[src/rtl/rr_arb16_pkg.sv]
// Shared constants and types for the 16-channel round-robin arbiter family.
// Other arbiters import HOLD_MAX_DEFAULT so that all hold timeouts agree.
package rr_arb16_pkg;

  localparam int NCH              = 16;
  localparam int IDX_W            = 4;
  localparam int HOLD_MAX_DEFAULT = 255;

  typedef enum logic [0:0] {
    IDLE  = 1'b0,
    GRANT = 1'b1
  } arb_state_e;

  // Advances a channel index; the 4-bit width makes 15 wrap to 0.
  function automatic logic [IDX_W-1:0] idx_next(input logic [IDX_W-1:0] idx);
    return idx + 4'd1;
  endfunction

endpackage

[src/rtl/rr_arb16_if.sv]
// Request/grant bundle between the channels and the arbiter.
// The arbiter takes the slave view; the channel side takes the master view.
interface rr_arb16_if;
  import rr_arb16_pkg::*;

  logic [NCH-1:0]   req;
  logic             done;
  logic             gnt_valid;
  logic [IDX_W-1:0] gnt_idx;
  logic             timeout;

  modport master (
    output req,
    output done,
    input  gnt_valid,
    input  gnt_idx,
    input  timeout
  );

  modport slave (
    input  req,
    input  done,
    output gnt_valid,
    output gnt_idx,
    output timeout
  );

endinterface

[src/rtl/rr_pick16.sv]
// Combinational round-robin picker: first set request at or after ptr, wrapping.
// Rotates the request vector so ptr lands at bit 0, finds the lowest set bit, then un-rotates.
module rr_pick16
  import rr_arb16_pkg::*;
(
  input  logic [NCH-1:0]   req,
  input  logic [IDX_W-1:0] ptr,
  output logic             any,
  output logic [IDX_W-1:0] idx
);

  logic [2*NCH-1:0] dbl_s;
  logic [NCH-1:0]   rot_s;
  logic [IDX_W-1:0] off_s;

  // Rotate right by ptr using a doubled copy so the wrap-around bits come for free.
  always_comb begin
    dbl_s = {req, req} >> ptr;
    rot_s = dbl_s[NCH-1:0];
  end

  // Find-first-set on the rotated vector; scanning downward lets the lowest set bit win.
  always_comb begin
    off_s = '0;
    for (int i = NCH - 1; i >= 0; i--) begin
      if (rot_s[i]) begin
        off_s = i[IDX_W-1:0];
      end else begin
        off_s = off_s;
      end
    end
  end

  // Undo the rotation; the 4-bit sum wraps modulo 16.
  always_comb begin
    any = |req;
    idx = off_s + ptr;
  end

endmodule

[src/rtl/rr_arb16.sv]
// 16-requester round-robin arbiter with bounded hold and a mandatory idle gap
// between grants, so the downstream 4-to-16 decoder never switches channels in one cycle.
module rr_arb16
  import rr_arb16_pkg::*;
#(
  parameter int HOLD_MAX = HOLD_MAX_DEFAULT,
  parameter int CNT_W    = 8
)(
  input  logic        clk,
  input  logic        rst,
  rr_arb16_if.slave   bus
);

  localparam logic [0:0]       S_IDLE    = IDLE;
  localparam logic [0:0]       S_GRANT   = GRANT;
  localparam logic [CNT_W-1:0] HOLD_LAST = CNT_W'(HOLD_MAX - 1);

  logic [0:0]       state_r,     state_nxt_s;
  logic [IDX_W-1:0] ptr_r,       ptr_nxt_s;
  logic [CNT_W-1:0] cnt_r,       cnt_nxt_s;
  logic             gnt_valid_r, gnt_valid_nxt_s;
  logic [IDX_W-1:0] gnt_idx_r,   gnt_idx_nxt_s;
  logic             timeout_r,   timeout_nxt_s;

  logic             pick_any_s;
  logic [IDX_W-1:0] pick_idx_s;
  logic             release_s;
  logic             hold_hit_s;

  rr_pick16 u_pick (
    .req (bus.req),
    .ptr (ptr_r),
    .any (pick_any_s),
    .idx (pick_idx_s)
  );

  // Release and timeout conditions for the current grant; done outranks the timeout.
  always_comb begin
    release_s  = bus.done || !bus.req[gnt_idx_r];
    hold_hit_s = (HOLD_MAX != 0) && (cnt_r == HOLD_LAST);
  end

  // Next-state logic: IDLE picks, GRANT holds until release or hold limit.
  always_comb begin
    state_nxt_s     = state_r;
    ptr_nxt_s       = ptr_r;
    cnt_nxt_s       = cnt_r;
    gnt_valid_nxt_s = gnt_valid_r;
    gnt_idx_nxt_s   = gnt_idx_r;
    timeout_nxt_s   = 1'b0;
    case (state_r)
      S_IDLE: begin
        if (pick_any_s) begin
          state_nxt_s     = S_GRANT;
          gnt_valid_nxt_s = 1'b1;
          gnt_idx_nxt_s   = pick_idx_s;
          cnt_nxt_s       = '0;
        end else begin
          gnt_valid_nxt_s = 1'b0;
        end
      end
      S_GRANT: begin
        if (release_s) begin
          state_nxt_s     = S_IDLE;
          gnt_valid_nxt_s = 1'b0;
          ptr_nxt_s       = idx_next(gnt_idx_r);
        end else if (hold_hit_s) begin
          state_nxt_s     = S_IDLE;
          gnt_valid_nxt_s = 1'b0;
          ptr_nxt_s       = idx_next(gnt_idx_r);
          timeout_nxt_s   = 1'b1;
        end else begin
          cnt_nxt_s = cnt_r + CNT_W'(1);
        end
      end
      default: begin
        state_nxt_s     = S_IDLE;
        gnt_valid_nxt_s = 1'b0;
      end
    endcase
  end

  // State and output registers; reset drops any active grant at the same edge.
  always_ff @(posedge clk) begin
    if (rst) begin
      state_r     <= S_IDLE;
      ptr_r       <= '0;
      cnt_r       <= '0;
      gnt_valid_r <= 1'b0;
      gnt_idx_r   <= '0;
      timeout_r   <= 1'b0;
    end else begin
      state_r     <= state_nxt_s;
      ptr_r       <= ptr_nxt_s;
      cnt_r       <= cnt_nxt_s;
      gnt_valid_r <= gnt_valid_nxt_s;
      gnt_idx_r   <= gnt_idx_nxt_s;
      timeout_r   <= timeout_nxt_s;
    end
  end

  assign bus.gnt_valid = gnt_valid_r;
  assign bus.gnt_idx   = gnt_idx_r;
  assign bus.timeout   = timeout_r;

endmodule

[src/flat_wrapper.sv]
// flat-port wrapper written by rule: the top's interface ports become plain ports
module rr_arb16_flat import rr_arb16_pkg::*;
#(
  parameter int HOLD_MAX = HOLD_MAX_DEFAULT,
  parameter int CNT_W    = 8
)
  (clk, rst, bus_req, bus_done, bus_gnt_valid, bus_gnt_idx, bus_timeout);
  rr_arb16_if bus_i ();
  input  logic clk;
  input  logic rst;
  input wire logic [$bits(bus_i.req)-1:0] bus_req;
  input wire logic [$bits(bus_i.done)-1:0] bus_done;
  output wire logic [$bits(bus_i.gnt_valid)-1:0] bus_gnt_valid;
  output wire logic [$bits(bus_i.gnt_idx)-1:0] bus_gnt_idx;
  output wire logic [$bits(bus_i.timeout)-1:0] bus_timeout;
  assign bus_i.req = bus_req;
  assign bus_i.done = bus_done;
  assign bus_gnt_valid = bus_i.gnt_valid;
  assign bus_gnt_idx = bus_i.gnt_idx;
  assign bus_timeout = bus_i.timeout;
  rr_arb16 #(.HOLD_MAX(HOLD_MAX), .CNT_W(CNT_W)) u_core (.clk(clk), .rst(rst), .bus(bus_i));
endmodule
[config.mk]
export PLATFORM = sky130hd
export DESIGN_NAME = rr_arb16_flat
export DESIGN_NICKNAME = d
export VERILOG_FILES = /design/src/rtl/rr_arb16_pkg.sv /design/src/rtl/rr_arb16_if.sv /design/src/rtl/rr_pick16.sv /design/src/rtl/rr_arb16.sv /design/src/flat_wrapper.sv
export SDC_FILE = /design/constraint.sdc
export NUM_CORES = 1
export LEC_CHECK = 0
export BUFFER_PORTS_ARGS = -buffer_cell sky130_fd_sc_hd__buf_2
export CORE_UTILIZATION = 60
export DETAILED_ROUTE_END_ITERATION = 10
export HOLD_SLACK_MARGIN = 0.03
export PLACE_DENSITY_LB_ADDON = 0.25
export SLEW_MARGIN = 20
export SYNTH_ARGS = -nofsm -noshare
export SYNTH_HDL_FRONTEND = slang
export SYNTH_SLANG_ARGS = --single-unit
export TNS_END_PERCENT = 50
[constraint.sdc]
create_clock -name clk -period 7.95 [get_ports clk]
set_clock_uncertainty 0.1 [all_clocks]
set_input_delay 0.795 -clock clk [delete_from_list [all_inputs] [get_ports clk]]
set_output_delay 0.795 -clock clk [all_outputs]
set_load 0.01 [all_outputs]
==> summary.md <==
| Metric | Value |
|---|---|
| Status | finished, final reports clean |
| Synth cell types | 60 |
| CP Data Required Time | approximately 8100 ps |
| Hold depth | 2 |
| Area used by multi-input combinational logic | 1690 um^2 |
| Die height | around 62 um |
| GR Util All Layers | 29.2% |
| Top Ports | 25 |
| Clk pwr share | between 10% and 20% |
| Max FO, Critical Path | 22 |
| Largest net degree at the start of global routing | 27 |
| Max-Cap Viols | 0 |
| Overall power | ~500 uW |
| Root Buffer | clkbuf_4 |
| Post-synth EDFFs | 0 |
| Gate Count Post-Synth | between 200 and 250 |
| Flop-to-flop setup slack | between 3000 and 4000 ps |
| Grt total ovfl | 0 |
| Die X | approximately 62 um |
| First-pass GRT wire length | between 8000 and 9000 um |
| Total negative setup slack | 0 ps |
| Endpoint, Worst Hold | u_core.cnt_r[4] |
| Sw power | 225 uW |
| Synth-to-layout area growth | 7.33% |
| Core Region | ~3400 um^2 |
| Syn Nets | 260 |
| Combinational fraction of design power | 60.6% |
| Leak | approximately 0.00085 uW |
| Core Util, Final | about two thirds |
| Mapped Area | approximately 2200 um^2 |
| CTS H-tree depth | 1 |
| Relative slew slack | a little under two fifths |
| Drc violations | 0 |
| Fin. Hold Viols | 0 |
| Nets | 277 |
| Hold Buf Count CTS | 0 |
| Vias in the first global route | 1673 |
| Final wirelength | 5120 um |
| #FFs+latches synth | 19 |
| Share of layout cells above drive strength 1 | a little under a quarter |
| Reg-to-Reg Start | u_core.ptr_r[2] |
| Worst-margin pin slew | roughly 940 ps |
| Min Clock Period, post-route | about 4100 ps |
| Clk sinks | 19 |
| Avg Cell Area, Syn | 9.19 um^2 |
| Dominant cells by area after synthesis | mux4_2, dfxtp_1, mux2i_1 |
| PortBufs | 24 |
| Critical path class | reg -> reg |
| Sw Ratio | between 40% and 50% |
| Internal power | approximately 280 uW |
| Yosys top cell by area | mux4_2 |
| Worst hold slack | between 400 and 500 ps |
| Post-synth top area share | roughly 20% |
| Register area share after synthesis | around 18% |
| HP Class | reg -> reg |
| Initial core utilization | ~63% |
| Post-synth top flop | dfxtp_1 |
| Yosys warning count | 0 |
| Final period util | between 50 and 60% |
| Element type at the critical path end | register |
| Register Area | around 380 um^2 |
| Placer Congestion | 0.945 |
| PostCTS Resize Cnt | 0 |
| R2r endpoint | u_core.bus.gnt_idx[3] |
| Final Slew Violations | 0 |
| Placed cell areas | 2280 um^2 |
| # rows | 21 |
| Peak supply drop | around 160 uV |
| Vias | between 1500 and 2000 |
| Num CTS Buffers | 3 |
| CP Launch Type | register |
| RSZ-0062 raised after global routing | false |
| Final setup fails | 0 |
| DR iter-0 viols | about 170 |
| Count leader, synth | nor2_1 |
| Setup Buffers After CTS | 0 |
| Fill cell count | roughly 270 |
| CTS tree | built |
| Power density over the cells | ~220 nW/um^2 |
| Worst reg-to-reg path cell count | 9 |
| Die Area | between 3000 and 4000 um^2 |
| Ys async rst share | 0% |
| Clock transition at path regs | approximately 120 ps |
| Post-route ant nets | 0 |
| Sequential share of power | between 20% and 30% |
| Min-delay src | u_core.cnt_r[4] |
| Design Area, Final | approximately 2300 um^2 |
| List of most frequent post-synthesis cells | nor2_1, dfxtp_1, mux4_2 |
| Avg WL per Cell | roughly 17 um |
| Routed vias/inst | around 6.6 |
| Data arrival time of the critical path | approximately 4300 ps |
| Bufs on Longest Clock Path | 2 |
| Final HPWL DP | 3860 um |
| Max Clk Rate | 241 MHz |
| Initial antenna violation count | 0 |
| ANT cells | 0 |
| Clock latency on the worst-skew pair | 310 ps |
| First-pass iteration count of the detailed router | 4 |
[critical path, stage by stage (launching register included)]
cell and delay [ps]:
dfxtp_1 960, mux4_2 670, mux4_2 520, a211o_1 280, a2111oi_0 510, ha_1 380
a21oi_1 170, xnor2_1 100, xnor2_1 180, a211oi_2 210
[metrics by stage]
step	cells	worst slack, ps
2_1_floorplan	234	4490
3_3_place_gp	292	3590
3_5_place_dp	292	3510
4_1_cts	296	3490
5_1_grt	296	3560
6_report	296	3800
[layout make-up]
| class | count | share of cell area (%) |
|---|---|---|
| clock buffer | 3 | 0.976 |
| tap | 46 | 2.49 |
| multi-input combinational | 195 | 73.0 |
| inverter | 7 | 1.14 |
| sequential | 19 | 16.5 |
| timing repair buffer | 25 | 5.53 |
| clock inverter | 1 | 0.325 |
[power by group through the flow]
stage	sequential [uW]	combinational (uW)	clock, uW
floorplan	123	256	0
global placement	146	297	0
detailed placement	147	299	0
CTS	145	300	53.7
global route	149	330	58.1
finish	145	305	52.9
[logic make-up (layout without fill, tap and decap cells)]
logic type                 count (synthesis)  after routing  synth area share, %
xor gates and xnor gates                   9              9                 3.66
adders and majority gates                  7              7                 4.42
DFF                                       19             19                 17.7
AOI/OAI and AO/OA                         55             55                 17.6
and+or+nand+nor                           80             80                 18.4
buffers and inverters                     20             36                 3.96
muxes                                     44             44                 34.3
[worst max path at each step]
stage,from,to,slack (ps),cells past startpoint
floorplan,bus_req[7],u_core.bus.gnt_idx[3],4490,13
global placement,u_core.ptr_r[1],u_core.bus.gnt_idx[3],3590,11
detailed placement,u_core.ptr_r[1],u_core.bus.gnt_idx[3],3510,11
CTS,u_core.ptr_r[1],u_core.bus.gnt_idx[3],3490,11
global route,u_core.ptr_r[2],u_core.bus.gnt_idx[3],3560,11
finish,u_core.ptr_r[2],u_core.bus.gnt_idx[3],3800,9
[placed cells by master (no fill, tap or decap), drive strengths merged, types with 2 or more instances in the layout]
master / count
nor4: 4
nor2b: 2
and2: 5
a21o: 2
a211o: 2
mux2i: 14
nor2: 25
mux2: 8
clkbuf: 3
nor3: 2
mux4: 22
or3: 2
xnor2: 5
dfxtp: 19
nand3: 13
a31oi: 3
inv: 6
a21oi: 17
a21boi: 3
ha: 6
a211oi: 5
nand2b: 2
a2111oi: 2
nand2: 15
and3: 2
o21ai: 8
buf: 25
xor2: 4
[layer usage]
layer,up-vias,routed length (um),part of all wire (%),GRT usage [%]
li1,944,-,-,-
met1,897,2350,46,43.8
met2,99,2360,46,45.9
met3,10,349,6.8,4.14
met4,0,65,1.3,4.76
met5,-,0,0,0
[sequential cells by signal (all words and copies together) (netlist names)]
name	flops
u_core.cnt_r	8
u_core.state_r	1
u_core.bus.timeout	1
u_core.ptr_r	4
u_core.bus.gnt_valid	1
u_core.bus.gnt_idx	4
Note: power is estimated with default switching activity, not from simulation.
